$ cat config.mk
export PLATFORM = sky130hd
export DESIGN_NAME = mul_seq_param
export DESIGN_NICKNAME = d
export VERILOG_FILES = /design/src/rtl/mul_pkg.sv /design/src/rtl/mul_pp_step.sv /design/src/rtl/mul_seq_param.sv
export SDC_FILE = /design/constraint.sdc
export NUM_CORES = 1
export LEC_CHECK = 0
export CAP_MARGIN = 5
export CORE_ASPECT_RATIO = 0.9
export CORE_MARGIN = 3
export CORE_UTILIZATION = 50
export CTS_CLUSTER_SIZE = 10
export DETAILED_ROUTE_END_ITERATION = 8
export DONT_BUFFER_PORTS = 1
export GPL_ROUTABILITY_DRIVEN = 0
export HOLD_SLACK_MARGIN = 0.15
export PLACE_DENSITY = 0.71
export SETUP_SLACK_MARGIN = 0.4
export SYNTH_ARGS = -nofsm -noshare
export SYNTH_HDL_FRONTEND = slang
export SYNTH_HIERARCHICAL = 1
export SYNTH_SLANG_ARGS = --single-unit
$ cat constraint.sdc
create_clock -name clk -period 4.05 [get_ports clk]
set_clock_uncertainty 0.1 [all_clocks]
set_input_delay 1.215 -clock clk [delete_from_list [all_inputs] [get_ports clk]]
set_output_delay 1.215 -clock clk [all_outputs]
set_load 0.05 [all_outputs]
$ cat src/rtl/mul_pkg.sv
// -----------------------------------------------------------------------------
// mul_pkg
//   Shared definitions for the iterative multiplier:
//     state_t    - FSM state encoding (IDLE / CALC / DONE)
//     BPC_MAX    - widest legal digit retired per iteration
//     calc_n()   - number of iterations N = WIDTH / BITS_PER_CYCLE
//     bpc_legal()- legality check for the BITS_PER_CYCLE / WIDTH pair
// -----------------------------------------------------------------------------
package mul_pkg;

    typedef enum logic [1:0] {
        IDLE = 2'd0,
        CALC = 2'd1,
        DONE = 2'd2
    } state_t;

    localparam int BPC_MAX = 4;

    function automatic int calc_n(input int width, input int bpc);
        return width / bpc;
    endfunction

    function automatic bit bpc_legal(input int width, input int bpc);
        return ((bpc == 1) || (bpc == 2) || (bpc == BPC_MAX)) && ((width % bpc) == 0);
    endfunction

endpackage

$ cat src/rtl/mul_pp_step.sv
// -----------------------------------------------------------------------------
// mul_pp_step
//   Combinational partial-product generator plus adder. Adds the product of a
//   BITS_PER_CYCLE-bit multiplier digit and the (already shifted) multiplicand
//   to the running accumulator.
//   Ports:
//     digit_i    in  BITS_PER_CYCLE  low multiplier bits for this iteration
//     mcand_i    in  2*WIDTH         multiplicand shifted by BPC*counter
//     acc_i      in  2*WIDTH         current accumulator
//     acc_o      out 2*WIDTH         accumulator after this iteration
// -----------------------------------------------------------------------------
module mul_pp_step
    import mul_pkg::*;
#(
    parameter int WIDTH          = 32,
    parameter int BITS_PER_CYCLE = 1
) (
    input  logic [BITS_PER_CYCLE-1:0] digit_i,
    input  logic [2*WIDTH-1:0]        mcand_i,
    input  logic [2*WIDTH-1:0]        acc_i,
    output logic [2*WIDTH-1:0]        acc_o
);

    logic [2*WIDTH-1:0] pp;

    // Shift-and-add over the digit bits; no hard multiplier is needed for a
    // digit of at most four bits.
    always_comb begin
        // NOTE: combinational blocks use blocking '=' so the loop sees the
        // partial sum built by the previous iteration, and pp gets a default
        // first so no latch is inferred.
        pp = '0;
        for (int i = 0; i < BITS_PER_CYCLE; i++) begin
            if (digit_i[i]) begin
                pp = pp + (mcand_i << i);
            end
        end
    end

    assign acc_o = acc_i + pp;

endmodule

$ cat src/rtl/mul_seq_param.sv
// -----------------------------------------------------------------------------
// mul_seq_param
//   Iterative multiplier for mult/multu. Retires BITS_PER_CYCLE multiplier bits
//   per clock; operands and sign are captured at acceptance. Result is ready
//   N+1 cycles after acceptance (N = WIDTH/BITS_PER_CYCLE) and held while
//   start_i stays high.
//   Ports:
//     clk, rst   clock, synchronous active-high reset
//     signed_i   1 = two's-complement operands (sampled at acceptance)
//     op_a_i     multiplicand (sampled at acceptance)
//     op_b_i     multiplier   (sampled at acceptance)
//     start_i    level-held request
//     annul_i    abort, overrides start and completion
//     busy_o     high in CALC and DONE
//     ready_o    result valid
//     result_o   2*WIDTH product, zero whenever ready_o is low
// -----------------------------------------------------------------------------
module mul_seq_param
    import mul_pkg::*;
#(
    parameter int WIDTH          = 32,
    parameter int BITS_PER_CYCLE = 1
) (
    input  logic                 clk,
    input  logic                 rst,
    input  logic                 signed_i,
    input  logic [WIDTH-1:0]     op_a_i,
    input  logic [WIDTH-1:0]     op_b_i,
    input  logic                 start_i,
    input  logic                 annul_i,
    output logic                 busy_o,
    output logic                 ready_o,
    output logic [2*WIDTH-1:0]   result_o
);

    localparam int PW = 2 * WIDTH;
    localparam int N  = calc_n(WIDTH, BITS_PER_CYCLE);
    localparam int CW = $clog2(N + 1);

    localparam logic [CW-1:0] CNT_ONE  = CW'(1);
    localparam logic [CW-1:0] CNT_LAST = CW'(N);
    localparam logic [PW-1:0] PROD_ONE = PW'(1);

    if (!bpc_legal(WIDTH, BITS_PER_CYCLE)) begin : g_bad_bpc
        $error("mul_seq_param: BITS_PER_CYCLE must be 1, 2 or 4 and divide WIDTH");
    end

    state_t            state_q, state_d;
    logic [PW-1:0]     mcand_q, mcand_d;
    logic [WIDTH-1:0]  mplier_q, mplier_d;
    logic [PW-1:0]     acc_q, acc_d;
    logic [CW-1:0]     cnt_q, cnt_d;
    logic              neg_q, neg_d;
    logic [PW-1:0]     result_q, result_d;
    logic              ready_q, ready_d;

    logic              accept;
    logic [WIDTH-1:0]  a_mag, b_mag;
    logic [PW-1:0]     acc_next;

    assign accept = (state_q == IDLE) && start_i && !annul_i;

    // Magnitudes stay WIDTH bits: -2^(WIDTH-1) negates to itself, which read
    // unsigned is exactly 2^(WIDTH-1).
    assign a_mag = (signed_i && op_a_i[WIDTH-1]) ? (~op_a_i + WIDTH'(1)) : op_a_i;
    assign b_mag = (signed_i && op_b_i[WIDTH-1]) ? (~op_b_i + WIDTH'(1)) : op_b_i;

    mul_pp_step #(
        .WIDTH          (WIDTH),
        .BITS_PER_CYCLE (BITS_PER_CYCLE)
    ) u_pp_step (
        .digit_i (mplier_q[BITS_PER_CYCLE-1:0]),
        .mcand_i (mcand_q),
        .acc_i   (acc_q),
        .acc_o   (acc_next)
    );

    // State register and datapath registers.
    always_ff @(posedge clk) begin
        // NOTE: every register, datapath included, is reset so a flush by rst
        // leaves no stale operand or partial product behind.
        if (rst) begin
            state_q  <= IDLE;
            mcand_q  <= '0;
            mplier_q <= '0;
            acc_q    <= '0;
            cnt_q    <= '0;
            neg_q    <= 1'b0;
            result_q <= '0;
            ready_q  <= 1'b0;
        end else begin
            state_q  <= state_d;
            mcand_q  <= mcand_d;
            mplier_q <= mplier_d;
            acc_q    <= acc_d;
            cnt_q    <= cnt_d;
            neg_q    <= neg_d;
            result_q <= result_d;
            ready_q  <= ready_d;
        end
    end

    // Next-state logic. annul_i wins over start_i and over completion.
    always_comb begin
        state_d = state_q;
        unique case (state_q)
            IDLE: if (accept) state_d = CALC;
            CALC: begin
                if (annul_i)                state_d = IDLE;
                else if (cnt_q == CNT_LAST) state_d = DONE;
            end
            DONE: if (annul_i || !start_i) state_d = IDLE;
            default: state_d = IDLE;
        endcase
    end

    // Datapath next values. The counter reaching N is checked one cycle after
    // the last iteration, which is where the extra latency cycle comes from.
    always_comb begin
        mcand_d  = mcand_q;
        mplier_d = mplier_q;
        acc_d    = acc_q;
        cnt_d    = cnt_q;
        neg_d    = neg_q;
        result_d = result_q;
        ready_d  = ready_q;
        unique case (state_q)
            IDLE: begin
                if (accept) begin
                    mcand_d  = PW'(a_mag);
                    mplier_d = b_mag;
                    neg_d    = signed_i & (op_a_i[WIDTH-1] ^ op_b_i[WIDTH-1]);
                    acc_d    = '0;
                    cnt_d    = '0;
                end
            end
            CALC: begin
                if (annul_i) begin
                    acc_d    = '0;
                    cnt_d    = '0;
                    result_d = '0;
                    ready_d  = 1'b0;
                end else if (cnt_q == CNT_LAST) begin
                    result_d = neg_q ? (~acc_q + PROD_ONE) : acc_q;
                    ready_d  = 1'b1;
                end else begin
                    acc_d    = acc_next;
                    mcand_d  = mcand_q << BITS_PER_CYCLE;
                    mplier_d = mplier_q >> BITS_PER_CYCLE;
                    cnt_d    = cnt_q + CNT_ONE;
                end
            end
            DONE: begin
                if (annul_i || !start_i) begin
                    result_d = '0;
                    ready_d  = 1'b0;
                end
            end
            default: begin
                result_d = '0;
                ready_d  = 1'b0;
            end
        endcase
    end

    // Output logic.
    always_comb begin
        busy_o   = (state_q != IDLE);
        ready_o  = ready_q;
        result_o = result_q;
    end

endmodule
### Word-level counts from Yosys, hierarchy flattened

Index checks and enable logic that the tools add are counted.

| word-level totals | value |
|---|---|
| flip-flop bits (word level) | 234 |
| input port bits | 69 |
| output and inout bits | 66 |
| word-level logic and storage cells | 76 |

| operators by class | value |
|---|---|
| add/subtract/negate cells | 5 |
| equal/unequal tests | 9 |
| mux-type cells | 33 |
| bitwise operators | 6 |
| reduce and logical (&&, ||, !) cells | 15 |

Operator list:

| kind | count |
|---|---|
| $mux 64 | 11 |
| $pmux 64 s2 | 2 |
| $pmux 64 s3 | 1 |
| $mux 32 | 5 |
| $add 32x1->32 const B | 2 |
| $add 64x1->64 const B | 1 |
| $add 64x64->64 | 1 |
| $not 32->32 | 2 |
| $not 64->64 | 1 |
| $pmux 32 s2 | 1 |
| $mux 6 | 3 |
| $pmux 6 s2 | 1 |
| $reduce_and 3->1 | 3 |
| $mux 2 | 4 |
| $ne 2x2->1 const B | 4 |
| $add 6x1->6 const B | 1 |
| $eq 6x6->1 const B | 1 |
| $ne 3x3->1 const B | 2 |
| $pmux 2 s3 | 1 |
| $logic_and 1x1->1 | 4 |
| $reduce_and 4->1 | 1 |
| $reduce_bool 2->1 | 2 |
| $mux 1 | 3 |
| $pmux 1 s3 | 1 |
| other kinds (9) | 10 |

### Depth between registers and ports, before layout

Gate-level depths: netlist of the first run.

| logic depth | value |
|---|---|
| depth after elaboration | 6 |
| gate-level depth with buffers | 15 |
| depth with buffers taken out | 14 |

### Cells and area by module

Netlist of the first run, hierarchy kept.

By module, submodules not included:

| module | times used | cells an instance | area an instance (um2) | seq. area each (um2) |
|---|---|---|---|---|
| mul_seq_param | 1 | 1419 | 11439.7 | 4684.5 |
| mul_pp_step | 1 | 628 | 4275.4 | 0.0 |

### Least setup slack after synthesis of the first run

Ideal clock, no wire load.

| timing | value |
|---|---|
| path kind | input -> register |
| from | input op_a_i[15] |
| to | register mcand_q[29] |
| setup time | 117 ps |
| data arrival time | 3365 ps |
| required time | 3833 ps |
| path slack | 468 ps |
| stages | 7 |
| cells stage by stage | or4_1 -> or4_1 -> clkbuf_1 -> nor4_1 -> mux2i_1 -> nand2_1 -> a32o_1 |

| on the way | value |
|---|---|
| word-level cells in the longest chain between the ends | 5 |

Ends and longest elaborated chain:

| what | RTL line | source |
|---|---|---|
| from (decl) | mul_seq_param.sv:27 | `input logic [WIDTH-1:0] op_a_i,` |
| $not 32->32 | mul_seq_param.sv:65 | `assign a_mag = (signed_i && op_a_i[WIDTH-1]) ? (~op_a_i + WIDTH'(1)) : op_a_i;` |
| $add 32x1->32 | mul_seq_param.sv:65 |  |
| $mux 32 | mul_seq_param.sv:65 |  |
| $mux 64 | mul_seq_param.sv:129 | `if (accept) begin` |
| $pmux 64 s2 | mul_seq_param.sv:127 | `unique case (state_q)` |
| to (signal assigned) | mul_seq_param.sv:93 | `mcand_q <= mcand_d;` |
| to (decl) | mul_seq_param.sv:49 | `logic [PW-1:0] mcand_q, mcand_d;` |

No other way between the ends. The select of a mux whose other input is x is not followed.
A chain may end at the register's enable or synchronous reset.

### Worst setup path after layout of the first run

| timing | value |
|---|---|
| from | register mplier_q[0] |
| to | register acc_q[58] |

| on the way | value |
|---|---|
| word-level cells in the longest chain between the ends | 5 |

Ends and longest elaborated chain:

| what | RTL line | source |
|---|---|---|
| from (decl) | mul_seq_param.sv:50 | `logic [WIDTH-1:0] mplier_q, mplier_d;` |
| from (signal assigned) | mul_seq_param.sv:94 | `mplier_q <= mplier_d;` |
| $mux 64 | mul_pp_step.sv:34 | `if (digit_i[i]) begin` |
| $add 64x64->64 | mul_pp_step.sv:40 | `assign acc_o = acc_i + pp;` |
| net acc_next[58] | mul_seq_param.sv:59 | `logic [PW-1:0] acc_next;` |
| $mux 64 | mul_seq_param.sv:143 | `end else if (cnt_q == CNT_LAST) begin` |
| $mux 64 | mul_seq_param.sv:138 | `if (annul_i) begin` |
| $pmux 64 s2 | mul_seq_param.sv:127 |  |
| to (signal assigned) | mul_seq_param.sv:86 | `acc_q <= '0;` |
| to (signal assigned) | mul_seq_param.sv:95 | `acc_q <= acc_d;` |
| to (decl) | mul_seq_param.sv:51 | `logic [PW-1:0] acc_q, acc_d;` |

The timed path passes the listed nets, and every way through them passes these cells. The select of a mux whose other input is x is not followed.

==> flow_metrics.env, run 1 <==
export IMPL_leakage_nw=6.64
export IMPL_critical_path_max_fanout=13
export IMPL_drtIter0Drc=1463
export IMPL_drive_above_1_share=0.0821
export IMPL_cts_buffers=28
export IMPL_use_met2=0.346
export IMPL_ioPinCount=135
export IMPL_filler_cell_count=2822
export IMPL_cts_clk_slew_worst_paths_ns=0.06
export IMPL_drtPass1Iterations=6
export IMPL_drt_wirelength_per_cell_um=18.4
export IMPL_cp_arrival_ns=3.97
export IMPL_timing_max_cap_violations=0
export IMPL_routed_wl_um=43900
export IMPL_fmax_ghz=0.278
export IMPL_tightestPinTransition_ns=1.18
export IMPL_postSynthNetCount=2185
export IMPL_die_w_um=193
export IMPL_drtAntennaViolNets=0
export IMPL_ys_async_sr_fraction=0
export IMPL_finish_utilization=0.564
export IMPL_area_delta_synth_final_pct=9.06
export IMPL_synth_ff_type="dfxtp_1"
export IMPL_relSlewSlack=0.213
export IMPL_nNetsFinal=2116
export IMPL_hold_violations=0
export IMPL_insertion_delay_ns=0.53
export IMPL_cts_hold_buf=0
export IMPL_yosys_register_bits=234
export IMPL_cts_path_max_buffers=3
export IMPL_fp_row_count=60
export IMPL_synth_area_um2=15700
export IMPL_die_area_um2=33600
export IMPL_ir_worst_vdd_mv=0.283
export IMPL_vias=14900
export IMPL_antenna_found_initial=0
export IMPL_crit_buf_inv=1
export IMPL_worstHoldPathType="register to register"
export IMPL_cts_tree="done"
export IMPL_track_usage=0.249
export IMPL_drc_errors=0
export IMPL_ys_seq_area_frac=0.298
export IMPL_yosys_warnings=6
export IMPL_grt_pass1_vias=13400
export IMPL_avgSynthCellArea_um2=7.68
export IMPL_core_area_um2=30400
export IMPL_start_util=0.517
export IMPL_grt_pass1_wl_um=69800
export IMPL_grt_busiest_layer="met1"
export IMPL_drv_slew=0
export IMPL_vias_per_cell=6.26
export IMPL_met3_usage=0.0702
export IMPL_portBuffers=0
export IMPL_fp_dieH_um=174
export IMPL_required_ns=4.41
export IMPL_powerDensity_nw_per_um2=312
export IMPL_dp_hpwl_um=31800
export IMPL_setup_viol=0
export IMPL_slowest_delay_ns=0.38
export IMPL_grt_use_met1=0.378
export IMPL_tns_ns=0
export IMPL_grt_max_degree=101
export IMPL_finalCriticalPeriod_ns=3.60
export IMPL_diodes=0
export IMPL_ys_types=88
export IMPL_path_class="register to register"
export IMPL_grt_overflow=0
export IMPL_crit_chain="buf_8, and2_4, ha_4, fa_2, a21o_4, a221oi_2, and3_4, nand4b_1, a2111oi_4, o211ai_1, a211oi_2, or3_1, o2111ai_1, nand2_1, a21oi_1"
export IMPL_period_share=0.889
export IMPL_htreeDepth=1
export IMPL_synth_cells=2047
export IMPL_critical_path_top_delay_family="compound AO/OA/AOI/OAI gates"
export IMPL_synth_edf_count=0
export IMPL_cp_slowest_cell="fa_2"
export IMPL_rsz0062_at_grt="true"
export IMPL_run_status="completed"
export IMPL_cp_start_kind="register"
export IMPL_clkSinkCount=234
export IMPL_r2r_slack_ns=0.45
export IMPL_clockRootBuffer="clkbuf_16"
export IMPL_cp_end_kind="register"
-- final cells by class --
class                   instances  area (um^2)  area share
well taps                     403          504      0.0294
multi-input cells            1638        10600       0.621
clock buffers                  36          772      0.0450
flip-flops and latches        234         4690       0.274
inverters                      36          135     0.00788
clock inverters                 2         35.0     0.00204
repair buffers                 40          358      0.0209
-- metal layers --
metal	routed length (um)	share of wire
met1	20500	0.47
met2	17500	0.40
met3	4960	0.11
met4	960	0.022
met5	0	0
-- worst paths after layout --
kind | to | depth (start not counted) | start
worst min-delay path | mplier_q[17] | 2 | mplier_q[17]
worst max-delay path | acc_q[58] | 15 | mplier_q[0]
worst min register to register | mplier_q[17] | 2 | mplier_q[17]
worst max register to register | acc_q[58] | 15 | mplier_q[0]
-- layout by cell type (no fill, tap or decap), types with 23 or more instances in the layout --
cell type,Yosys,layout
ha_1,68,58
dfxtp_1,234,232
clkbuf_16,0,30
xnor2_1,139,138
nand2_1,242,240
and2_1,76,73
xor2_1,36,36
nor3_1,35,32
a21oi_1,199,193
a211oi_1,35,34
nor2_1,213,212
nand3_1,39,38
o21ai_0,92,91
o31ai_1,26,26
buf_4,3,35
nor4_1,25,23
a21o_1,34,34
inv_1,36,36
nand4_1,27,27
a22o_1,56,55
a22oi_1,48,48
-- cell families (layout without fill, tap and decap cells) --
group                    after synthesis  after routing  share of synthesized area
buffers and inverters                175            114                     0.0441
XOR/XNOR                             175            175                     0.0975
adder cells (fa/ha/maj)               69             69                     0.0554
AND/OR/NAND/NOR                      757            757                      0.229
multiplexers                           4              4                    0.00255
flip-flops                           234            234                      0.298
AO/OA/AOI/OAI                        633            633                      0.273
-- where the power goes --
| group | internal (W) | switching [W] |
|---|---|---|
| Combinational | 0.000219 | 0.000411 |
| Sequential | 0.00237 | 0.0000607 |
| Clock | 0.00137 | 0.000914 |
-- worst reg2reg max path: cells and delay by family, from the launching register on --
kind                     cells  cell delay [ns]
AO/OA/AOI/OAI                7             1.36
AND/OR/NAND/NOR              5             1.00
adder cells (fa/ha/maj)      2             0.55
flip-flops                   1             0.36
buffers and inverters        1             0.15
-- sequential cells by signal (all words and copies together), names as in the netlist --
name and flops:
acc_q 64, mcand_q 64, result_o 64, mplier_q 32
cnt_q 6, state_q 2, neg_q 1, ready_o 1
-- metrics by stage --
| stage | setup WS (ns) | power, W | hold WS, ns | instance area (um^2) | cells |
|---|---|---|---|---|---|
| after detailed placement | 0.306 | 0.00309 | 0.345 | 16000 | 2345 |
| after CTS | 0.406 | 0.00537 | 0.353 | 16800 | 2384 |
| after floorplan | 0.468 | 0.00295 | 0.332 | 15700 | 2047 |
| after global routing | 0.291 | 0.00557 | 0.381 | 17100 | 2389 |
| after global placement | 0.359 | 0.00308 | 0.334 | 16000 | 2345 |
| final | 0.448 | 0.00535 | 0.353 | 17100 | 2389 |
-- cells in the mapped netlist, types with 18 or more instances --
cell | instances | share of area
a211oi_1 | 35 | 0.017
a21o_1 | 34 | 0.016
a21oi_1 | 199 | 0.063
a22o_1 | 56 | 0.031
a22oi_1 | 48 | 0.023
a31oi_1 | 18 | 0.0072
and2_1 | 76 | 0.030
clkbuf_1 | 116 | 0.028
dfxtp_1 | 234 | 0.30
ha_1 | 68 | 0.054
inv_1 | 36 | 0.0086
nand2_1 | 242 | 0.058
nand3_1 | 39 | 0.012
nand4_1 | 27 | 0.011
nor2_1 | 213 | 0.051
nor3_1 | 35 | 0.011
nor4_1 | 25 | 0.010
o21ai_0 | 92 | 0.029
o31ai_1 | 26 | 0.012
o41ai_1 | 22 | 0.012
or3_1 | 21 | 0.0084
xnor2_1 | 139 | 0.077
xor2_1 | 36 | 0.020
-- timing repair --
action	4_1_cts	5_1_grt
endpoints found under the setup margin	10	17
gates cloned	0	1
pin swaps	5	22
buffers inserted	1	4
resized for setup	5	48
Note: power is estimated with default switching activity, not from simulation.
==> inputs of run 2 (changes only) <==
--- a/config.mk
+++ b/config.mk
@@ -18,5 +18,4 @@
 export SETUP_SLACK_MARGIN = 0.4
 export SYNTH_ARGS = -nofsm -noshare
 export SYNTH_HDL_FRONTEND = slang
-export SYNTH_HIERARCHICAL = 1
 export SYNTH_SLANG_ARGS = --single-unit
==> flow_metrics.env, run 2 <==
export IMPL_track_usage=0.239
export IMPL_routed_wl_um=40200
export IMPL_synth_area_um2=15000
export IMPL_insertion_delay_ns=0.54
export IMPL_cts_tree="done"
export IMPL_tightestPinTransition_ns=1.10
export IMPL_final_cell_mix="235 x nor2_1, 231 x dfxtp_1, 188 x nand2_1"
export IMPL_synth_area_leaders="dfxtp_1 31%, xnor2_1 7.2%, a21oi_1 6.3%"
export IMPL_ir_worst_vdd_mv=0.331
export IMPL_hold_violations=0
export IMPL_leakage_nw=6.57
export IMPL_power_w=0.00517
export IMPL_finish_utilization=0.564
export IMPL_path_class="register to register"
export IMPL_tns_ns=0
export IMPL_worstHoldPathType="register to register"
export IMPL_critical_path_max_fanout=13
export IMPL_fp_dieH_um=170
export IMPL_drive_above_1_share=0.0754
export IMPL_finalCriticalPeriod_ns=3.58
export IMPL_cp_start_kind="register"
export IMPL_yosysTopAreaCell="dfxtp_1"
export IMPL_die_w_um=189
export IMPL_ioPinCount=135
export IMPL_synth_edf_count=0
export IMPL_cts_buffers=28
export IMPL_final_common_cell="nor2_1"
export IMPL_portBuffers=0
export IMPL_yosys_warnings=0
export IMPL_cp_arrival_ns=3.88
export IMPL_dp_hpwl_um=29400
export IMPL_period_share=0.885
export IMPL_yosys_register_bits=234
export IMPL_die_area_um2=32100
export IMPL_antenna_found_initial=0
export IMPL_yosysMostFrequentCell="nor2_1"
export IMPL_filler_cell_count=2705
export IMPL_required_ns=4.35
export IMPL_htreeDepth=1
export IMPL_drt_wirelength_per_cell_um=17.3
export IMPL_fp_row_count=59
export IMPL_dp_slack_ns=0.00672
export IMPL_nNetsFinal=2053
export IMPL_postSynthNetCount=2101
export IMPL_setup_viol=0
export IMPL_drtPass1Iterations=7
export IMPL_fmax_ghz=0.279
export IMPL_grt_pass1_vias=12700
export IMPL_ys_async_sr_fraction=0
export IMPL_diodes=0
export IMPL_clkSinkCount=234
export IMPL_layout_setup_ws_ns=0.465
export IMPL_core_area_um2=29200
export IMPL_rsz0062_at_grt="true"
export IMPL_grt_overflow=0
export IMPL_cp_end_kind="register"
export IMPL_cts_path_max_buffers=3
export IMPL_powerDensity_nw_per_um2=313
export IMPL_synth_ff_type="dfxtp_1"
export IMPL_ys_seq_area_frac=0.312
export IMPL_vias_per_cell=5.98
export IMPL_clockRootBuffer="clkbuf_16"
export IMPL_ys_types=66
export IMPL_run_status="completed"
export IMPL_synth_cells=1963
export IMPL_start_util=0.513
export IMPL_synth_top_area_share=0.312
export IMPL_avgSynthCellArea_um2=7.65
export IMPL_grt_max_degree=185
export IMPL_drc_errors=0
export IMPL_drtAntennaViolNets=0
export IMPL_drv_slew=0
export IMPL_timing_max_cap_violations=0
export IMPL_vias=13900
export IMPL_grt_pass1_wl_um=64900
export IMPL_relSlewSlack=0.266
export IMPL_area_delta_synth_final_pct=9.85
export IMPL_drtIter0Drc=1176
export IMPL_cts_clk_slew_worst_paths_ns=0.06
export IMPL_yosys_top_cells_count="238 x nor2_1, 234 x dfxtp_1, 190 x a21oi_1, 190 x nand2_1, 124 x xnor2_1"
run 2: power by group:
| group | total (W) | leakage (nW) | switching [W] | internal (W) |
|---|---|---|---|---|
| sequential | 0.00240 | 1.89 | 0.0000423 | 0.00236 |
| clock | 0.00235 | 0.405 | 0.000920 | 0.00143 |
| combinational | 0.000419 | 4.27 | 0.000262 | 0.000157 |
run 2: per-stage QoR:
stage | hold WS, ns | cells | area, um^2
finish | 0.359 | 2318 | 16500
global route | 0.384 | 2318 | 16500
CTS | 0.355 | 2314 | 16300
detailed placement | 0.348 | 2276 | 15400
global placement | 0.334 | 2276 | 15400
floorplan | 0.332 | 1963 | 15000
run 2: cells by family (layout without fill, tap and decap cells):
group                      Yosys count  in the layout  synth area share
DFF                                234            234             0.312
xor gates and xnor gates           172            172             0.100
AOI/OAI and AO/OA                  608            608             0.260
buffers and inverters              152            111            0.0380
adders and majority gates           69             69            0.0580
and+or+nand+nor                    728            728             0.231
run 2: timing repair:
item                                    in CTS  in global routing
setup buffers                                1                  4
pin swaps                                    2                  9
resized for setup                            8                 40
hold buffers                                 0                  0
hold endpoints to repair                     0                  0
endpoints found under the setup margin      18                 19
run 2: critical path: stages (launching register included):
cell and delay, ns:
dfxtp_4 0.38, clkbuf_4 0.20, and2_1 0.18, ha_1 0.30, a21oi_2 0.18, nor2_1 0.07
o311ai_0 0.36, and3_1 0.26, o41ai_4 0.11, a31oi_4 0.20, o21ai_2 0.09, a221o_1 0.38
a211oi_2 0.24, buf_4 0.16, xor2_1 0.14, o21ai_0 0.08
run 2: path summary, 6_finish.rpt:
path               start          end  slack, ns  cells after the start
max reg2reg  mplier_q[0]    acc_q[58]       0.47                     15
min          mplier_q[2]  mplier_q[2]       0.36                      2
max          mplier_q[0]    acc_q[58]       0.47                     15
min reg2reg  mplier_q[2]  mplier_q[2]       0.36                      2
run 2: layer usage:
metal	track usage	wire length, um	part of all wire	up-vias
met5	0	0	0	-
met4	0.0431	504	0.013	0
met2	0.341	16100	0.40	520
met3	0.0674	4330	0.11	42
met1	0.360	19300	0.48	6346
li1	-	-	-	6964
run 2: final cells by class:
cell class | instances | area (um^2) | share of cell area
Multi-Input combinational cell | 1577 | 10000 | 0.607
Inverter | 28 | 105 | 0.00637
Clock inverter | 2 | 60.1 | 0.00364
Timing Repair Buffer | 46 | 358 | 0.0217
Tap cell | 396 | 495 | 0.0301
Sequential cell | 234 | 4690 | 0.284
Clock buffer | 35 | 768 | 0.0466
